--- config.mk ---
export PLATFORM = sky130hd
export DESIGN_NAME = flopr_pipe
export DESIGN_NICKNAME = d
export VERILOG_FILES = /design/src/rtl/flopr_pipe_pkg.sv /design/src/rtl/flop_stage.sv /design/src/rtl/flopr_pipe.sv
export SDC_FILE = /design/constraint.sdc
export NUM_CORES = 1
export LEC_CHECK = 0
export CAP_MARGIN = 20
export CORE_UTILIZATION = 28
export DETAILED_ROUTE_END_ITERATION = 8
export GPL_ROUTABILITY_DRIVEN = 1
export PLACE_DENSITY = 0.71
export SLEW_MARGIN = 5
export SYNTH_ARGS = -nofsm -noshare
export SYNTH_HDL_FRONTEND = slang
export SYNTH_HIERARCHICAL = 1
export SYNTH_SLANG_ARGS = --single-unit
--- constraint.sdc ---
create_clock -name clk -period 0.8 [get_ports clk]
set_input_delay 0.16 -clock clk [delete_from_list [all_inputs] [get_ports clk]]
set_output_delay 0.16 -clock clk [all_outputs]
set_load 0.05 [all_outputs]
--- src/rtl/flopr_pipe_pkg.sv ---
// -----------------------------------------------------------------------------
// flopr_pipe_pkg
//   Shared constants for the resettable register pipeline: the legal range of
//   the STAGES parameter and a helper that tests a stage count against it.
//   WIDTH and RESET_VALUE stay per-instance parameters and are not held here.
// -----------------------------------------------------------------------------
package flopr_pipe_pkg;

    // Smallest and largest supported number of chained register stages.
    localparam int MIN_STAGES = 1;
    localparam int MAX_STAGES = 16;

    // True when a requested stage count can be built.
    function automatic bit stages_legal(input int n);
        return (n >= MIN_STAGES) && (n <= MAX_STAGES);
    endfunction

endpackage : flopr_pipe_pkg

--- src/rtl/flop_stage.sv ---
// -----------------------------------------------------------------------------
// flop_stage
//   One WIDTH-bit D register with asynchronous active-low reset. It captures
//   d on every rising clk edge. While reset is low the register holds
//   RESET_VALUE, and that load takes effect at once, without a clock edge.
//
// Ports
//   clk    in   1      clock, rising-edge active
//   reset  in   1      asynchronous reset, active low
//   d      in   WIDTH  data input
//   q      out  WIDTH  registered data
// -----------------------------------------------------------------------------
module flop_stage #(
    parameter int               WIDTH       = 32,
    parameter logic [WIDTH-1:0] RESET_VALUE = '0
) (
    input  logic             clk,
    input  logic             reset,
    input  logic [WIDTH-1:0] d,
    output logic [WIDTH-1:0] q
);

    // NOTE: the reset term sits in the sensitivity list and is tested first, so
    // it wins over a coincident clock edge. Sequential state uses <= so that every
    // stage of a chain samples its neighbour's old value on the same edge.
    always_ff @(posedge clk or negedge reset) begin
        if (!reset) begin
            q <= RESET_VALUE;
        end else begin
            q <= d;
        end
    end

endmodule : flop_stage

--- src/rtl/flopr_pipe.sv ---
// -----------------------------------------------------------------------------
// flopr_pipe
//   Resettable D register for the core datapath, used for the PC register and
//   for pipeline holding registers. STAGES identical flop_stage instances are
//   chained, so q reflects d exactly STAGES rising edges later. Asserting reset
//   flushes every stage to RESET_VALUE at once. After release the chain refills
//   from d, and q shows RESET_VALUE for the first STAGES-1 edges.
//   There is no enable and no synchronous clear: every edge captures.
//
// Parameters
//   WIDTH        data width of d and q
//   RESET_VALUE  value loaded into every stage while reset is low
//   STAGES       number of register stages, 1..16 (checked at elaboration)
//
// Ports
//   clk    in   1      clock, rising-edge active
//   reset  in   1      asynchronous reset, active low
//   d      in   WIDTH  data input
//   q      out  WIDTH  output of the last stage
// -----------------------------------------------------------------------------
module flopr_pipe
    import flopr_pipe_pkg::*;
#(
    parameter int               WIDTH       = 32,
    parameter logic [WIDTH-1:0] RESET_VALUE = '0,
    parameter int               STAGES      = 1
) (
    input  logic             clk,
    input  logic             reset,
    input  logic [WIDTH-1:0] d,
    output logic [WIDTH-1:0] q
);

    // Elaboration fails if the stage count is outside the supported range.
    if (!stages_legal(STAGES)) begin : g_bad_stages
        $error("flopr_pipe: STAGES=%0d is outside %0d..%0d",
               STAGES, MIN_STAGES, MAX_STAGES);
    end

    // chain[0] is the input. chain[i+1] is the output of stage i.
    logic [STAGES:0][WIDTH-1:0] chain;

    assign chain[0] = d;

    for (genvar i = 0; i < STAGES; i++) begin : g_stage
        flop_stage #(
            .WIDTH       (WIDTH),
            .RESET_VALUE (RESET_VALUE)
        ) u_stage (
            .clk   (clk),
            .reset (reset),
            .d     (chain[i]),
            .q     (chain[i+1])
        );
    end

    assign q = chain[STAGES];

endmodule : flopr_pipe

---- Yosys cells after proc, flatten, opt, wreduce, memory -nomap -nowiden ----
Index checks and enable logic that the tools add are counted.
storage, ports and cells
  output and inout port bits .............. 32
  bits in registers ....................... 32
  bits of input ports ..................... 34
  word-level logic and storage cells ...... 1

---- Longest topological paths before layout ----
  word-level depth ........................ 0
  gate-level depth with buffers ........... 0
  depth with buffers taken out ............ 0

---- Worst setup path before layout ----
OpenSTA, ideal clock, no wires.
  path kind ............................... flip-flop to output port
  start ................................... register g_stage[0].u_stage.q[0]
  end ..................................... output q[0]
  cell stages (with the launch flop) ...... 1
  arrival ................................. 586 ps
  required time ........................... 640 ps
  buffers on the path ..................... 0
  setup slack ............................. 54 ps
  path through ............................ dfrtp_1
RTL lines
  element                 RTL line          source
  start, declared         flop_stage.sv:20  output logic [WIDTH-1:0] q
  start signal, assigned  flop_stage.sv:28  q <= RESET_VALUE;
  start signal, assigned  flop_stage.sv:30  q <= d;
  end, declared           flopr_pipe.sv:31  output logic [WIDTH-1:0] q
No word-level cell between the ends.

---- Worst setup path after layout ----
  start ................................... register g_stage[0].u_stage.q[14]
  end ..................................... output q[14]
No word-level cell between the ends.

==> results.md <==
* Initial drt markers at 9
* Max reg flops at 32
* GRT Total Usage at 14.3%
* Multi-In Gates at 0
* CP Launch Type: flop
* Final WS setup at -271 ps
* Synth warn at 6
* Failing checks: negative setup slack
* Clk pwr share at between 30% and 40%
* Largest net degree at the start of global routing at 33
* Initial antenna violation count at 0
* Crit-path cells: buf_12
* Largest Register: g_stage.u_stage/q
* Unrepaired setup endpoints after global routing: yes
* Max Fanout on Critical Path at 1
* Share of cells above drive strength 1 at 38.7%
* Non-filler instance count after layout at around 140
* Biggest regs: g_stage.u_stage/q x32
* Initial cell density of the core at about 30%
* Gate power share at approximately a fifth
* Post-CTS Hold Fix Bufs at 0
* Worst path buffer plus inverter count at 1
* Crit Path Category: reg -> out
* Pre-CTS WS at 84.3 ps
* Post-Synthesis Cell Area at 801 µm²
* VDD IR max at between 0.001 and 0.0015 V
* Gr ovfl total at 0
* CTS Buf Count at 5
* DRC viols at 0
* Post-synthesis sequential area ratio at 100%
* Cells after Synth at 32
* Placed Area at 1830 µm²
* Number of cell rows at 19
* Final wirelength at 1.81 mm
* DRT Pass-1 Iters at 5
* Net switching fraction of the power at ~24%
* Max stage delay on crit path at ~420 ps
* Slowest CP cell: dfrtp_1
* Count of cell types in the netlist at 1
* Endpoints failing setup at 32
* Fill count at ~180
* Setup bufs post-CTS at 0
* Port Buf Inserts at 65
* Min Clock Period, post-route at around 1100 ps
* Setup crit end kind: primary output
* Core area at approximately 2700 µm²
* CTS H-tree depth at 2
* Tightest Hold Check Type: in -> async
* Critical path data required time at 640 ps
* Global-route wire length before repair at slightly above 3 mm
* Die area at a little over 3000 µm²
* CP arrival at approximately 910 ps
* Area Growth Syn to Fin at 140%
* Fmax at around 930 MHz
* Multi-input gate area at 0 µm²
* Sequential share of power at approximately 45%
* Max_cap viols at 0
* Post-Syn Nets at 66
* Wire per inst at 13.2 µm
* Sw power at approximately 0.00096 W
* Status: finished, violations left
* ANT nets after route at 0
* Avg Synthesized Cell Area at around 25 µm²
* Pins over their slew limit at 0
* DR vias/cell at around 4
* NumNets Final at 139
* Resized cells post-CTS at 0
* Seq cells post-synth at 32
* Inserted Diodes at 0
* Worst Tran Pin Value at ~170 ps
* Die X at 55.5 µm
* CTS tree: done
* Vias in the first global route at 642
* Routability Congestion at roughly 0.68
* DR vias at between 500 and 600
* IO Count at 66
* Clk sinks at 32
* Cell area after layout at 1930 µm²
* Setup TNS at -7840 ps
* Internal at 0.00299 W
* Root Buffer: clkbuf_4
* Relative slew slack at between 80% and 90%
* Clock Path Buffers at 2
* Pwr dens at 2050 nW/µm²
* Pleak at between 0.8 and 0.9 nW
* Final period util at 134%
* Inst Count DP at 129
* Delay-heaviest family, CP: flip-flops
* Worst-path clk slew at roughly 100 ps
* Endpoints failing hold at 0
* Die H at roughly 55 µm
[cells by family after synthesis]
| logic type | Yosys count | synth area share, % |
|---|---|---|
| flip-flops | 32 | 100 |
[metrics by stage]
stage / total power, W / utilization (%) / hold WS (ps)
CTS: 0.00402 / 70.4 / 174
global placement: 0.00265 / 67.0 / 543
finish: 0.00395 / 70.4 / 190
floorplan: 0.00205 / - / -136
global route: 0.00414 / 70.4 / 184
detailed placement: 0.00266 / 67.0 / 546
[cells in the mapped netlist]
cell	number	share of area (%)
dfrtp_1	32	100
[worst paths after layout]
check / from / end / cells after the start
worst max-delay path: g_stage[0].u_stage/q[14] / q[14] / 1
worst min-delay path: reset / g_stage[0].u_stage/q[22] / 2
max in group asynchronous: reset / g_stage[0].u_stage/q[6] / 2
min in group clk: d[1] / g_stage[0].u_stage/q[1] / 1
[placed cells by master, fill, tap and decap left out]
cell type         n
clkbuf_4          5
bufinv_16         1
clkdlybuf4s50_1  33
clkbuf_8          2
buf_12           33
dfrtp_1          32
[area by class of cell]
class	instances	area, µm²	area share, %
clock buffers	7	65.1	3.38
clock inverters	1	30.0	1.56
flip-flops and latches	32	801	41.6
well taps	31	38.8	2.01
repair buffers	66	991	51.5
[power groups by stage]
| stage | sequential (W) | combinational (W) | clock, W |
|---|---|---|---|
| after floorplan | 0.00205 | 0 | 0 |
| after CTS | 0.00177 | 0.000854 | 0.00139 |
| after global placement | 0.00180 | 0.000848 | 0 |
| after detailed placement | 0.00180 | 0.000853 | 0 |
| after global routing | 0.00178 | 0.000871 | 0.00149 |
| final | 0.00177 | 0.000845 | 0.00133 |
[routing by layer]
layer	track usage (%)	vias up	routed length [µm]	share of wire, %
met2	22.4	38	952	53
met3	7.26	5	174	9.6
met4	10.7	0	53	2.9
met1	14.6	262	631	35
li1	-	243	-	-
met5	0	-	0	0
Note: power is estimated with default switching activity, not from simulation.
